File: src/rtl/score_lives_keeper.sv
// -----------------------------------------------------------------------------
// score_lives_keeper
//
// Keeps the player score (4-digit BCD, saturating at 9999), the remaining
// lives and the invulnerability/flash window that follows a player hit.
// A rising edge of startKey starts (or restarts) a game from IDLE or GAME_OVER.
//
// Ports
//   clk            in   system clock
//   resetN         in   asynchronous active-low reset
//   startOfFrame   in   one-clk pulse per video frame
//   enemyHitPulse  in   one-clk pulse, player shot hit an alien
//   playerHitPulse in   one-clk pulse, player was hit
//   startKey       in   level key, synchronous to clk
//   score_bcd      out  [15:0] score, 4 BCD digits, [15:12] most significant
//   lives          out  [2:0]  remaining lives
//   playing        out  high in PLAYING or INVULN
//   invulnerable   out  high in INVULN
//   flash          out  1 = hide the player sprite
//   game_over      out  high in GAME_OVER
//
// FSM states
//   state      | meaning
//   -----------+-------------------------------------------------------------
//   S_IDLE     | after reset, waiting for a startKey edge
//   S_PLAYING  | game running, player can be hit
//   S_INVULN   | game running, player hits ignored, sprite flashing
//   S_GAME_OVER| last life lost, final score displayed, waiting for startKey
// -----------------------------------------------------------------------------
module score_lives_keeper #(
    parameter logic [15:0] POINTS_BCD    = 16'h0010,
    parameter int          START_LIVES   = 3,
    parameter int          INVULN_FRAMES = 60,
    parameter int          FLASH_FRAMES  = 4
) (
    input  logic        clk,
    input  logic        resetN,
    input  logic        startOfFrame,
    input  logic        enemyHitPulse,
    input  logic        playerHitPulse,
    input  logic        startKey,
    output logic [15:0] score_bcd,
    output logic [2:0]  lives,
    output logic        playing,
    output logic        invulnerable,
    output logic        flash,
    output logic        game_over
);

    localparam logic [2:0] LP_START_LIVES = 3'(START_LIVES);
    localparam logic [7:0] LP_INVULN      = 8'(INVULN_FRAMES);
    localparam logic [3:0] LP_FLASH       = 4'(FLASH_FRAMES);

    typedef enum logic [1:0] {
        S_IDLE      = 2'd0,
        S_PLAYING   = 2'd1,
        S_INVULN    = 2'd2,
        S_GAME_OVER = 2'd3
    } state_t;

    state_t      r_state;
    logic [15:0] r_score;
    logic [2:0]  r_lives;
    logic        r_playing;
    logic        r_invulnerable;
    logic        r_flash;
    logic        r_game_over;
    logic [7:0]  r_invuln_cnt;
    logic [3:0]  r_flash_cnt;
    // Holds "startKey was low last cycle". Resetting it to 0 means a key that
    // is already held when reset releases cannot produce an edge until it has
    // been seen low once.
    logic        r_key_prev_low;

    logic [15:0] w_score_next;
    logic        w_key_edge;

    // Digit-wise BCD add; a carry out of the top digit saturates to 9999.
    function automatic logic [15:0] f_bcd_add_sat(input logic [15:0] a,
                                                  input logic [15:0] b);
        logic [4:0]  s;
        logic        c;
        logic [15:0] r;
        c = 1'b0;
        r = 16'h0000;
        for (int d = 0; d < 4; d++) begin
            s = {1'b0, a[d*4 +: 4]} + {1'b0, b[d*4 +: 4]} + {4'b0000, c};
            if (s > 5'd9) begin
                s = s + 5'd6;
                c = 1'b1;
            end else begin
                c = 1'b0;
            end
            r[d*4 +: 4] = s[3:0];
        end
        return c ? 16'h9999 : r;
    endfunction

    assign w_score_next = f_bcd_add_sat(r_score, POINTS_BCD);
    assign w_key_edge   = startKey & r_key_prev_low;

    always_ff @(posedge clk or negedge resetN) begin
        if (!resetN) begin
            r_state        <= S_IDLE;
            r_score        <= 16'h0000;
            r_lives        <= LP_START_LIVES;
            r_playing      <= 1'b0;
            r_invulnerable <= 1'b0;
            r_flash        <= 1'b0;
            r_game_over    <= 1'b0;
            r_invuln_cnt   <= 8'd0;
            r_flash_cnt    <= 4'd0;
            r_key_prev_low <= 1'b0;
        end else begin
            r_key_prev_low <= ~startKey;

            case (r_state)
                S_IDLE, S_GAME_OVER: begin
                    if (w_key_edge) begin
                        r_state        <= S_PLAYING;
                        r_score        <= 16'h0000;
                        r_lives        <= LP_START_LIVES;
                        r_playing      <= 1'b1;
                        r_invulnerable <= 1'b0;
                        r_flash        <= 1'b0;
                        r_game_over    <= 1'b0;
                        r_invuln_cnt   <= 8'd0;
                        r_flash_cnt    <= 4'd0;
                    end
                end

                S_PLAYING: begin
                    if (enemyHitPulse) begin
                        r_score <= w_score_next;
                    end
                    if (playerHitPulse) begin
                        if (r_lives > 3'd1) begin
                            r_state        <= S_INVULN;
                            r_lives        <= r_lives - 3'd1;
                            r_invulnerable <= 1'b1;
                            r_flash        <= 1'b1;
                            r_invuln_cnt   <= LP_INVULN;
                            r_flash_cnt    <= LP_FLASH;
                        end else begin
                            r_state        <= S_GAME_OVER;
                            r_lives        <= 3'd0;
                            r_playing      <= 1'b0;
                            r_game_over    <= 1'b1;
                            r_flash        <= 1'b0;
                        end
                    end
                end

                S_INVULN: begin
                    // Score keeps counting while invulnerable; player hits are ignored.
                    if (enemyHitPulse) begin
                        r_score <= w_score_next;
                    end
                    if (startOfFrame) begin
                        if (r_invuln_cnt == 8'd1) begin
                            r_state        <= S_PLAYING;
                            r_invulnerable <= 1'b0;
                            r_flash        <= 1'b0;
                            r_invuln_cnt   <= 8'd0;
                            r_flash_cnt    <= 4'd0;
                        end else begin
                            r_invuln_cnt <= r_invuln_cnt - 8'd1;
                            if (r_flash_cnt == 4'd1) begin
                                r_flash     <= ~r_flash;
                                r_flash_cnt <= LP_FLASH;
                            end else begin
                                r_flash_cnt <= r_flash_cnt - 4'd1;
                            end
                        end
                    end
                end

                default: begin
                    r_state <= S_IDLE;
                end
            endcase
        end
    end

    assign score_bcd    = r_score;
    assign lives        = r_lives;
    assign playing      = r_playing;
    assign invulnerable = r_invulnerable;
    assign flash        = r_flash;
    assign game_over    = r_game_over;

endmodule

File: config.mk
export PLATFORM = sky130hd
export DESIGN_NAME = score_lives_keeper
export DESIGN_NICKNAME = d
export VERILOG_FILES = /design/src/rtl/score_lives_keeper.sv
export SDC_FILE = /design/constraint.sdc
export NUM_CORES = 1
export LEC_CHECK = 0
export ABC_AREA = 1
export BUFFER_PORTS_ARGS = -buffer_cell sky130_fd_sc_hd__buf_4
export CELL_PAD_IN_SITES_DETAIL_PLACEMENT = 1
export CELL_PAD_IN_SITES_GLOBAL_PLACEMENT = 2
export CORE_ASPECT_RATIO = 1.25
export CORE_MARGIN = 1.5
export CORE_UTILIZATION = 34
export CTS_BUF_LIST = sky130_fd_sc_hd__clkbuf_4 sky130_fd_sc_hd__clkbuf_8
export DETAILED_ROUTE_END_ITERATION = 6
export PLACE_DENSITY_LB_ADDON = 0.08
export REMOVE_ABC_BUFFERS = 1
export SYNTH_ARGS = -nofsm -noshare
export SYNTH_HDL_FRONTEND = slang
export SYNTH_SLANG_ARGS = --single-unit
export TNS_END_PERCENT = 5
File: constraint.sdc
create_clock -name clk -period 3.85 [get_ports clk]
set_input_delay 0.9625 -clock clk [delete_from_list [all_inputs] [get_ports clk]]
set_output_delay 0.9625 -clock clk [all_outputs]
set_load 0.03 [all_outputs]
==> out/results.ini <==
[timing]
fin_skew_ns = 0.00440
timing.final.max_slew_violations = 0
slew_headroom_pct = 64.8
min_period_over_period_pct = 92.8
hold_viol = 0
worstMarginPinSlew_ns = 0.528
final.setup.tns_ns = 0
layout_min_cycle_time_ns = 3.57
finalSetupViolCount = 0
holdWs_ns = 0.486
max_freq_mhz = 280

[die]
rows = 33
initial_utilization_pct = 35.5
die-area_um2 = 7400
die_h_um = 95.8
core_area_um2 = 6610
die_width_um = 77.3
ios = 29

[finish]
area_delta_synth_final_pct = 21.4
n_fill_cell = 846
drive_gt1_share_pct = 19.1
n_antenna_cell = 0
final_common_cell = nand2_1
nets = 384
most-common-layout-cells = 109 x nand2_1, 42 x inv_1, 36 x dfrtp_1

[clocking]
htreeDepth = 2
clockBufferDepth = 2
cts_tree = built
clkLatencyLatePin_ns = 0.29
cts_num_sinks = 38
numCtsBuffers = 5
clk_pin_slew_worst_paths_ns = 0.08
cts_root_buf = clkbuf_8
cts_hold_buffers = 0

[power]
clock_power_share_pct = 12.3
power.leakage_nw = 1.56
seqPwrFrac_pct = 27.5
p_sw_mw = 1.18
irDropWorstVdd_uv = 315
p_comb_share_pct = 60.2
swShare_pct = 49.6
intPower_mw = 1.20
powerDensity_nw_per_um2 = 838

[route]
num_vias = 2113
wl_mm = 6.00
antenna_left = 0
drt_first_pass_iters = 4
via_per_inst = 4.71
drc = 0
drt_iter0_markers = 28
wl_per_cell_um = 13.4

[setup_path]
required_ns = 4.04
worstPathMaxFanout = 5
crit_type = reg -> reg
r2r-end = score_bcd[2]
endpoint_kind = flop
critPathArrivalTime_ns = 3.76
r2r_start = score_bcd[1]
rrSetupSlack_ns = 0.28
cp-start-kind = flop
reg2regPathDepth = 27

[yosys]
syn_avg_cell_area_um2 = 7.32
syn-cell-area_um2 = 2340
synth_seq_cells = 38
syn_inst = 320
ys_seq_area_share_pct = 40.7
ys_warn_count = 0
ys_types = 24

[grt]
grtUsageTotal_pct = 17.7
antenna_found_initial = 0
grt_max_degree = 39
grt-ovfl-total = 0
grt_pass1_wl_mm = 10.3
grt_pass1_vias = 2182

[place]
portBuffers = 28
dpl.hpwl_mm = 4.53
gp_congestion = 0.809

[hold_path]
min_to = game_over
min_from = game_over
min_path_cells = 2
min_path_type = reg -> reg

[job]
maxCapViolations = 0

[run_status]
status = complete, no violations

## state kept, by name, summed over array words and instances (netlist names)
register,cells
r_invuln_cnt,8
r_key_prev_low,1
playing,1
invulnerable,1
r_flash_cnt,4
score_bcd,16
flash,1
lives,3
game_over,1
r_state,2
## worst max path at each step
stage                       from            to  slack [ns]  depth (start not counted)
floorplan           score_bcd[2]  score_bcd[2]        0.11                         25
global placement    score_bcd[2]  score_bcd[2]         0.1                         27
detailed placement  score_bcd[1]  score_bcd[7]       -0.06                         26
CTS                 score_bcd[2]  score_bcd[7]        0.02                         26
global route        score_bcd[1]  score_bcd[4]       -0.04                         26
finish              score_bcd[1]  score_bcd[2]        0.28                         27
## what timing repair did
| action | CTS | global route |
|---|---|---|
| resized for setup | 3 | 10 |
| endpoints found under the setup margin | 7 | 16 |
| pin swaps | 0 | 1 |
| buffers inserted | 0 | 2 |
## area by class of cell
type	count	area, µm²	area share [%]
multi-input cells	233	1250	43.9
flip-flops and latches	38	953	33.5
inverters	48	180	6.33
well taps	87	109	3.83
clock buffers	8	91.3	3.21
repair buffers	35	263	9.23
## stage by stage
step | cell area, µm² | setup WS (ns) | std cells | utilization, % | power, mW
after floorplan | 2330 | 0.108 | 319 | - | 1.64
after global placement | 2690 | 0.0964 | 439 | 40.7 | 2.06
after detailed placement | 2690 | -0.0580 | 439 | 40.7 | 2.07
after CTS | 2790 | 0.0217 | 447 | 42.2 | 2.40
after global routing | 2850 | -0.0402 | 449 | 43.1 | 2.65
final | 2850 | 0.278 | 449 | 43.1 | 2.38
## kinds of logic (layout without fill, tap and decap cells)
kind of cell    count (synthesis)  after routing  share of synthesized area (%)
simple gates                  178            178                           32.0
flops                          38             38                           40.7
fa+ha+maj                      17             17                           9.08
xor+xnor                        9              9                           3.36
compound gates                 29             29                           6.67
buf+inv                        49             91                           8.17
## critical path: stages (launching register included)
cell     delay, ns
dfrtp_1       0.42
o21a_1        0.22
inv_1         0.06
ha_1          0.15
inv_1         0.08
ha_4          0.23
inv_2         0.07
nand3_1       0.09
nand2_2       0.11
nand2_2       0.10
ha_4          0.18
ha_2          0.33
inv_2         0.05
nand2_1       0.09
nand2_2       0.09
nand2_2       0.09
ha_2          0.20
ha_1          0.17
nand2_1       0.09
nand2_1       0.07
nand2_1       0.05
nand2_1       0.11
nand2_2       0.09
buf_4         0.16
nand2_1       0.05
nor2_1        0.04
nand2_1       0.06
nand2_1       0.05
## synthesized netlist by cell type
library cell | number | area (µm²)
o21a_1 | 2 | 15.0
nand2_2 | 4 | 25.0
nor2_2 | 2 | 12.5
dfstp_2 | 2 | 52.6
nor3_1 | 1 | 5.00
a22o_1 | 1 | 8.76
nand4_1 | 3 | 18.8
nor2_1 | 20 | 75.1
inv_2 | 4 | 15.0
a21oi_1 | 5 | 25.0
nand3b_1 | 1 | 7.51
and2_1 | 1 | 6.26
buf_6 | 1 | 11.3
nand3_1 | 30 | 150
ha_1 | 17 | 213
xnor2_1 | 2 | 17.5
a21boi_0 | 1 | 7.51
nand2_1 | 114 | 428
o21ai_0 | 19 | 95.1
dfrtp_1 | 36 | 901
xor2_1 | 7 | 61.3
o21ai_1 | 1 | 5.00
inv_1 | 44 | 165
nor2_4 | 2 | 22.5
## layer usage
layer | vias up | wire (µm) | GRT usage [%]
met5 | - | 0 | 0
met4 | 0 | 97 | 5.91
met3 | 8 | 135 | 2.37
met2 | 24 | 3220 | 34.4
met1 | 1002 | 2550 | 19.8
li1 | 1079 | - | -
## power groups by stage
stage	logic [mW]	clock network, mW	registers (mW)
2_1_floorplan	0.854	0	0.787
3_3_place_gp	1.40	0	0.653
3_5_place_dp	1.41	0	0.659
4_1_cts	1.43	0.315	0.652
5_1_grt	1.66	0.320	0.674
6_report	1.44	0.293	0.655
No activity file was read; power rests on OpenSTA's default activity.
